--- src/rtl/conv_layer_input_ctrl.sv ---
// -----------------------------------------------------------------------------
// conv_layer_input_ctrl
//
// Sequencer for the conv-layer row input buffer. It accepts the image pixel
// stream from the upstream feeder and issues buffer commands. A frame runs as
// preload (BUFFER_ROW rows), then repeats {shift, bias, load next row} until
// IMAGE_ROW rows have been consumed.
//
// Handshake: a pixel is transferred on a rising edge where in_valid and
// in_ready are both high. in_ready depends only on the FSM state, never on
// in_valid. in_valid may be held high while in_ready is low; nothing is
// consumed on those cycles.
//
// Output timing: every output is a register. current_state/col_index report
// the action taken at the previous edge, so a LOAD command lines up with the
// pixel the datapath registered on that same edge. in_ready and busy follow
// the FSM state directly.
//
// Buffer command encodings (STATE_*):
//   STATE_IDLE = 0, STATE_LOAD = 1, STATE_SHIFT = 2, STATE_BIAS = 3
//
// Ports:
//   clk            clock, all logic on posedge
//   rst            synchronous, active-high reset
//   start          1-cycle frame start pulse; ignored unless idle
//   in_valid       upstream pixel valid
//   in_ready       controller accepts a pixel (PRELOAD/LOAD)
//   current_state  buffer command (STATE_*)
//   col_index      column written by the accepted pixel
//   row_index      buffer row selected for readout during SHIFT
//   preload_cycle  rows completed during preload (saturates at BUFFER_ROW-1)
//   win_col        window start column during SHIFT
//   busy           high from accepted start until done
//   done           1-cycle pulse after the last BIAS of the frame
//   stall_cnt      (only with CONV_CTRL_STALL_CNT_EN) count of cycles with
//                  in_ready && !in_valid, saturating, cleared on start/rst
//
// Optional feature macro: CONV_CTRL_STALL_CNT_EN
// -----------------------------------------------------------------------------
module conv_layer_input_ctrl #(
  parameter int BUFFER_ROW       = 3,
  parameter int BUFFER_ROW_WIDTH = 2,
  parameter int BUFFER_COL       = 8,
  parameter int BUFFER_COL_WIDTH = 3,
  parameter int KERNEL_SIZE      = 3,
  parameter int IMAGE_ROW        = 8,
  parameter int IMAGE_ROW_WIDTH  = 4
) (
  input  logic                        clk,
  input  logic                        rst,
  input  logic                        start,
  input  logic                        in_valid,
  output logic                        in_ready,
  output logic [2:0]                  current_state,
  output logic [BUFFER_COL_WIDTH-1:0] col_index,
  output logic [BUFFER_ROW_WIDTH-1:0] row_index,
  output logic [BUFFER_ROW_WIDTH-1:0] preload_cycle,
  output logic [BUFFER_COL_WIDTH-1:0] win_col,
  output logic                        busy,
  output logic                        done
`ifdef CONV_CTRL_STALL_CNT_EN
  ,
  output logic [31:0]                 stall_cnt
`endif
);

  // Buffer command encodings
  localparam logic [2:0] STATE_IDLE  = 3'd0;
  localparam logic [2:0] STATE_LOAD  = 3'd1;
  localparam logic [2:0] STATE_SHIFT = 3'd2;
  localparam logic [2:0] STATE_BIAS  = 3'd3;

  // Window positions per row
  localparam int OUT_COL = BUFFER_COL - KERNEL_SIZE + 1;

  // Explicit wrap/limit values for every counter
  localparam logic [BUFFER_COL_WIDTH-1:0] COL_LAST   = BUFFER_COL_WIDTH'(BUFFER_COL - 1);
  localparam logic [BUFFER_COL_WIDTH-1:0] WIN_LAST   = BUFFER_COL_WIDTH'(OUT_COL - 1);
  localparam logic [BUFFER_ROW_WIDTH-1:0] ROW_LAST   = BUFFER_ROW_WIDTH'(BUFFER_ROW - 1);
  localparam logic [IMAGE_ROW_WIDTH-1:0]  PRE_LAST   = IMAGE_ROW_WIDTH'(BUFFER_ROW - 1);
  localparam logic [IMAGE_ROW_WIDTH-1:0]  FRAME_ROWS = IMAGE_ROW_WIDTH'(IMAGE_ROW);

  typedef enum logic [2:0] {
    S_IDLE    = 3'd0,
    S_PRELOAD = 3'd1,
    S_SHIFT   = 3'd2,
    S_BIAS    = 3'd3,
    S_LOAD    = 3'd4,
    S_DONE    = 3'd5
  } fsm_t;

  fsm_t state, state_d;

  // Internal counters
  logic [BUFFER_COL_WIDTH-1:0] col_cnt, col_cnt_d;     // next column to accept
  logic [BUFFER_ROW_WIDTH-1:0] srow_cnt, srow_cnt_d;   // shift readout row
  logic [BUFFER_COL_WIDTH-1:0] swin_cnt, swin_cnt_d;   // shift window column
  logic [IMAGE_ROW_WIDTH-1:0]  rows_loaded, rows_loaded_d;

  // Next values of the output registers
  logic                        in_ready_d;
  logic [2:0]                  current_state_d;
  logic [BUFFER_COL_WIDTH-1:0] col_index_d;
  logic [BUFFER_ROW_WIDTH-1:0] row_index_d;
  logic [BUFFER_ROW_WIDTH-1:0] preload_cycle_d;
  logic [BUFFER_COL_WIDTH-1:0] win_col_d;
  logic                        busy_d;
  logic                        done_d;

  logic accept;
  logic row_done;

  // in_ready is high exactly in PRELOAD/LOAD, so this is the transfer event
  assign accept   = in_valid && in_ready;
  assign row_done = accept && (col_cnt == COL_LAST);

  // ---------------------------------------------------------------------------
  // Next-state and next-output logic
  // ---------------------------------------------------------------------------
  always_comb begin
    state_d         = state;
    col_cnt_d       = col_cnt;
    srow_cnt_d      = srow_cnt;
    swin_cnt_d      = swin_cnt;
    rows_loaded_d   = rows_loaded;
    current_state_d = STATE_IDLE;
    col_index_d     = col_index;
    row_index_d     = row_index;
    preload_cycle_d = preload_cycle;
    win_col_d       = win_col;
    done_d          = 1'b0;

    case (state)
      S_IDLE: begin
        if (start) begin
          state_d         = S_PRELOAD;
          col_cnt_d       = '0;
          srow_cnt_d      = '0;
          swin_cnt_d      = '0;
          rows_loaded_d   = '0;
          col_index_d     = '0;
          row_index_d     = '0;
          win_col_d       = '0;
          preload_cycle_d = '0;
        end
      end

      S_PRELOAD, S_LOAD: begin
        // Without a transfer the command stays IDLE so the buffer never
        // writes a bubble and col_index holds.
        if (accept) begin
          current_state_d = STATE_LOAD;
          col_index_d     = col_cnt;
          col_cnt_d       = row_done ? '0 : col_cnt + BUFFER_COL_WIDTH'(1);
          if (row_done) begin
            rows_loaded_d = rows_loaded + IMAGE_ROW_WIDTH'(1);
            if (state == S_LOAD) begin
              state_d = S_SHIFT;
            end else if (rows_loaded == PRE_LAST) begin
              // Final preload row: preload_cycle keeps BUFFER_ROW-1
              state_d = S_SHIFT;
            end else begin
              preload_cycle_d = preload_cycle + BUFFER_ROW_WIDTH'(1);
            end
          end
        end
      end

      S_SHIFT: begin
        current_state_d = STATE_SHIFT;
        row_index_d     = srow_cnt;
        win_col_d       = swin_cnt;
        if (srow_cnt == ROW_LAST) begin
          srow_cnt_d = '0;
          if (swin_cnt == WIN_LAST) begin
            swin_cnt_d = '0;
            state_d    = S_BIAS;
          end else begin
            swin_cnt_d = swin_cnt + BUFFER_COL_WIDTH'(1);
          end
        end else begin
          srow_cnt_d = srow_cnt + BUFFER_ROW_WIDTH'(1);
        end
      end

      S_BIAS: begin
        current_state_d = STATE_BIAS;
        if (rows_loaded == FRAME_ROWS) begin
          state_d = S_DONE;
        end else begin
          state_d = S_LOAD;
        end
      end

      S_DONE: begin
        done_d  = 1'b1;
        state_d = S_IDLE;
      end

      default: begin
        state_d = S_IDLE;
      end
    endcase

    in_ready_d = (state_d == S_PRELOAD) || (state_d == S_LOAD);
    // busy drops on the edge that raises done
    busy_d     = (state_d != S_IDLE);
  end

  // ---------------------------------------------------------------------------
  // State and output registers
  // ---------------------------------------------------------------------------
  always_ff @(posedge clk) begin
    if (rst) begin
      state         <= S_IDLE;
      col_cnt       <= '0;
      srow_cnt      <= '0;
      swin_cnt      <= '0;
      rows_loaded   <= '0;
      in_ready      <= 1'b0;
      current_state <= STATE_IDLE;
      col_index     <= '0;
      row_index     <= '0;
      preload_cycle <= '0;
      win_col       <= '0;
      busy          <= 1'b0;
      done          <= 1'b0;
    end else begin
      state         <= state_d;
      col_cnt       <= col_cnt_d;
      srow_cnt      <= srow_cnt_d;
      swin_cnt      <= swin_cnt_d;
      rows_loaded   <= rows_loaded_d;
      in_ready      <= in_ready_d;
      current_state <= current_state_d;
      col_index     <= col_index_d;
      row_index     <= row_index_d;
      preload_cycle <= preload_cycle_d;
      win_col       <= win_col_d;
      busy          <= busy_d;
      done          <= done_d;
    end
  end

`ifdef CONV_CTRL_STALL_CNT_EN
  // Upstream starvation counter: cycles the controller waited for a pixel
  always_ff @(posedge clk) begin
    if (rst) begin
      stall_cnt <= '0;
    end else if ((state == S_IDLE) && start) begin
      stall_cnt <= '0;
    end else if (in_ready && !in_valid && (stall_cnt != 32'hFFFF_FFFF)) begin
      stall_cnt <= stall_cnt + 32'd1;
    end
  end
`endif

endmodule

--- config.mk ---
export PLATFORM = sky130hd
export DESIGN_NAME = conv_layer_input_ctrl
export DESIGN_NICKNAME = d
export VERILOG_FILES = /design/src/rtl/conv_layer_input_ctrl.sv
export SDC_FILE = /design/constraint.sdc
export NUM_CORES = 1
export LEC_CHECK = 0
export BUFFER_PORTS_ARGS = -buffer_cell sky130_fd_sc_hd__buf_4
export CORE_AREA = 2 2 55 57
export CTS_CLUSTER_SIZE = 40
export DETAILED_ROUTE_END_ITERATION = 8
export DIE_AREA = 0 0 57 59
export PLACE_DENSITY = 0.84
export SETUP_SLACK_MARGIN = 0.2
export SLEW_MARGIN = 20
export SYNTH_ARGS = -nofsm -noshare
export SYNTH_HDL_FRONTEND = slang
export SYNTH_SLANG_ARGS = --single-unit
--- constraint.sdc ---
create_clock -name clk -period 2.34 [get_ports clk]
set_input_delay 0.468 -clock clk [delete_from_list [all_inputs] [get_ports clk]]
set_output_delay 0.468 -clock clk [all_outputs]
set_load 0.05 [all_outputs]
==> impl_metrics.csv <==
group,metric,value,unit
status,status,"finished, final reports clean",
sta,max_freq,530,MHz
grt,grt_pass1_vias,1076,
setup_path,slowest_delay,0.37,ns
clock_network,hold_buffers,0,
synthesis,synth_flop_cell,"dfxtp_1",
synthesis,synth_area_per_cell,9.01,um^2
synthesis,syn_nets,171,
floorplanning,die_h,59,um
synthesis,seq_area_frac_synth,41.1,%
sta,finalHoldViolations,0,
grt,grt_usage,19.1,%
sta,slew_headroom,51.7,%
clock_network,cts_tree,"done",
final_layout,stdcell_count,213,
synthesis,syn_area,1460,um^2
drt,dr.pass1.iters,4,
clock_network,cts_made_buffers,5,
grt,antenna_found_initial,0,
final_layout,diodes,0,
synthesis,synthCells,162,
grt,grt_max_degree,25,
setup_path,path_cells,"ha_1 > ha_1 > nand3_1 > o21a_1 > a311oi_2 > mux2i_1",
floorplanning,start_util,53.9,%
clock_network,cts_buffer_depth,2,
clock_network,clk_pin_slew,0.08,ns
clock_network,cts_root_buf,"clkbuf_4",
drt,wirelength,2.99,mm
worst_hold_path,hold_path.class,"input pin to flop",
final_layout,nets,191,
pwr,power_per_cell_area,540,nW/um^2
setup_path,startpoint,"col_cnt[0]",
drt,drc_errors,0,
floorplanning,io-pin-count,20,
drt,via_per_inst,5.82,
placed_design,globalplace.congestion,0.841,
setup_path,critical_path_class,"flop to flop",
sta,whs,0.488,ns
setup_path,critPathCaptureType,"flop",
setup_path,cp-start-kind,"flop",
sta,skew,0.00522,ns
placed_design,port-buffer-count,18,
floorplanning,rows,19,
synthesis,synthArstFlopShare,0,%
clock_network,cts_sinks,30,
synthesis,yosysWarnings,0,
final_layout,syn_to_final_growth,13.7,%
sta,tightest_slew,0.720,ns
clock_network,htreeDepth,2,
grt,grt_pass1_wl,4.81,mm
job,drv_cap,0,
sta,fin_crit,1.89,ns
worst_hold_path,hold_depth,2,
final_layout,layout_common_cells,"30 x dfxtp_1, 22 x nor2_1, 21 x buf_4",
sta,setup_viol,0,
clock_network,cts-resized-gates,0,
grt,grt.overflow.total,0,
synthesis,synth-seq-cells,30,
setup_path,regToRegSetupSlack,0.45,ns
setup_path,cpMostUsedCell,"ha_1",
floorplanning,die_w,57,um
sta,period_share,80.6,%
drt,postRouteAntennaNets,0,
floorplanning,dieArea,3360,um^2
drt,drt_iter0_markers,53,
clock_network,clk_latency,0.32,ns
final_layout,final_common_cell,"dfxtp_1",
sta,tns,0,ns
sta,rsz0062_at_grt,"no",
drt,wl_per_cell,14.0,um
synthesis,synth_cell_types,44,
drt,vias,1240,
floorplanning,core_area,2710,um^2
setup_path,r2r-end,"in_ready",
setup_path,reg2reg_depth,6,
setup_path,crit_slowest_cell,"a311oi_2",
setup_path,critPathRequiredTime,2.60,ns
setup_path,timing.critical_path.fanout_max,8,
placed_design,dp.cells,206,
setup_path,regToRegStartpoint,"col_cnt[0]",
sta,drv_slew,0,
placed_design,hpwlAfterDp,2.13,mm
clock_network,cts_setup_buffers,0,
synthesis,synth_edf_count,0,
pwr,p_leak,0.667,nW
setup_path,crit_end,"in_ready",
final_layout,drive_gt1_share,19.2,%
setup_path,crit_arrival,2.15,ns
pwr,vdd_drop_max,0.425,mV
-- layout make-up --
cell class	instances	area, um^2
repair buffers	21	158
inverters	6	22.5
multi-input cells	118	796
well taps	31	38.8
fillers	223	1050
flip-flops and latches	30	601
clock buffers	7	45.0
-- power by group --
part | internal (mW) | switching [mW]
logic | 0.0337 | 0.0622
registers | 0.517 | 0.00980
clock network | 0.113 | 0.161
total | 0.664 | 0.233
-- through the flow --
step / setup slack, ns / instance area (um^2) / power, mW / utilization (%)
after floorplan: 0.532 / 1460 / 0.608 / -
after global placement: 0.601 / 1620 / 0.631 / 59.6
after detailed placement: 0.518 / 1620 / 0.634 / 59.6
after CTS: 0.476 / 1660 / 0.904 / 61.3
after global routing: 0.337 / 1660 / 0.941 / 61.3
final: 0.454 / 1660 / 0.897 / 61.3
-- worst min-delay path by stage --
stage                     startpoint          endpoint  slack (ns)
floorplan                swin_cnt[0]       swin_cnt[0]        0.46
global placement    preload_cycle[1]  preload_cycle[1]        0.47
detailed placement       swin_cnt[0]       swin_cnt[0]        0.49
CTS                              rst        win_col[2]        0.48
global route                     rst        win_col[1]        0.47
finish                           rst        win_col[2]        0.49
-- layer usage --
layer / vias up / track usage, % / routed length [um]
li1: 611 / - / -
met1: 589 / 22.6 / 1310
met5: - / 0 / 0
met2: 33 / 30.5 / 1450
met4: 0 / 8.31 / 59
met3: 7 / 7.86 / 169
-- worst max-delay path, delay by kind of cell (launching register included) --
family	cells	cell delay (ns)
flops	1	0.36
mux	1	0.22
fa+ha+maj	2	0.33
simple gates	1	0.26
compound gates	2	0.65
-- cells in the mapped netlist (all sizes together) (5+ instances only) --
| cell | instances | area share (%) |
|---|---|---|
| dfxtp | 30 | 41 |
| nor2 | 22 | 5.7 |
| a21oi | 8 | 3.5 |
| nor3 | 8 | 2.7 |
| mux2i | 7 | 4.8 |
| nor2b | 7 | 3.0 |
| a22oi | 6 | 3.1 |
| buf | 6 | 2.3 |
| inv | 6 | 1.5 |
| nand2 | 6 | 1.5 |
| nand3 | 6 | 2.1 |
| o21ai | 6 | 2.1 |
| ha | 5 | 4.3 |
-- cells by family (layout without fill, tap and decap cells) --
| group | count (synthesis) | count (layout) | synth area share, % |
|---|---|---|---|
| compound gates | 30 | 30 | 14.8 |
| xor+xnor | 3 | 3 | 1.80 |
| fa+ha+maj | 5 | 5 | 4.28 |
| buf+inv | 14 | 34 | 4.37 |
| flops | 30 | 30 | 41.1 |
| mux | 10 | 10 | 7.11 |
| other cells | 1 | 1 | 0.257 |
| simple gates | 69 | 69 | 26.2 |
-- flip-flops by register name, summed over array words and instances, names as in the netlist --
| name | flops |
|---|---|
| rows_loaded | 4 |
| col_cnt | 3 |
| col_index | 3 |
| state | 3 |
| swin_cnt | 3 |
| win_col | 3 |
| current_state | 2 |
| preload_cycle | 2 |
| row_index | 2 |
| srow_cnt | 2 |
| busy | 1 |
| done | 1 |
| in_ready | 1 |
Note: power is estimated with default switching activity, not from simulation.
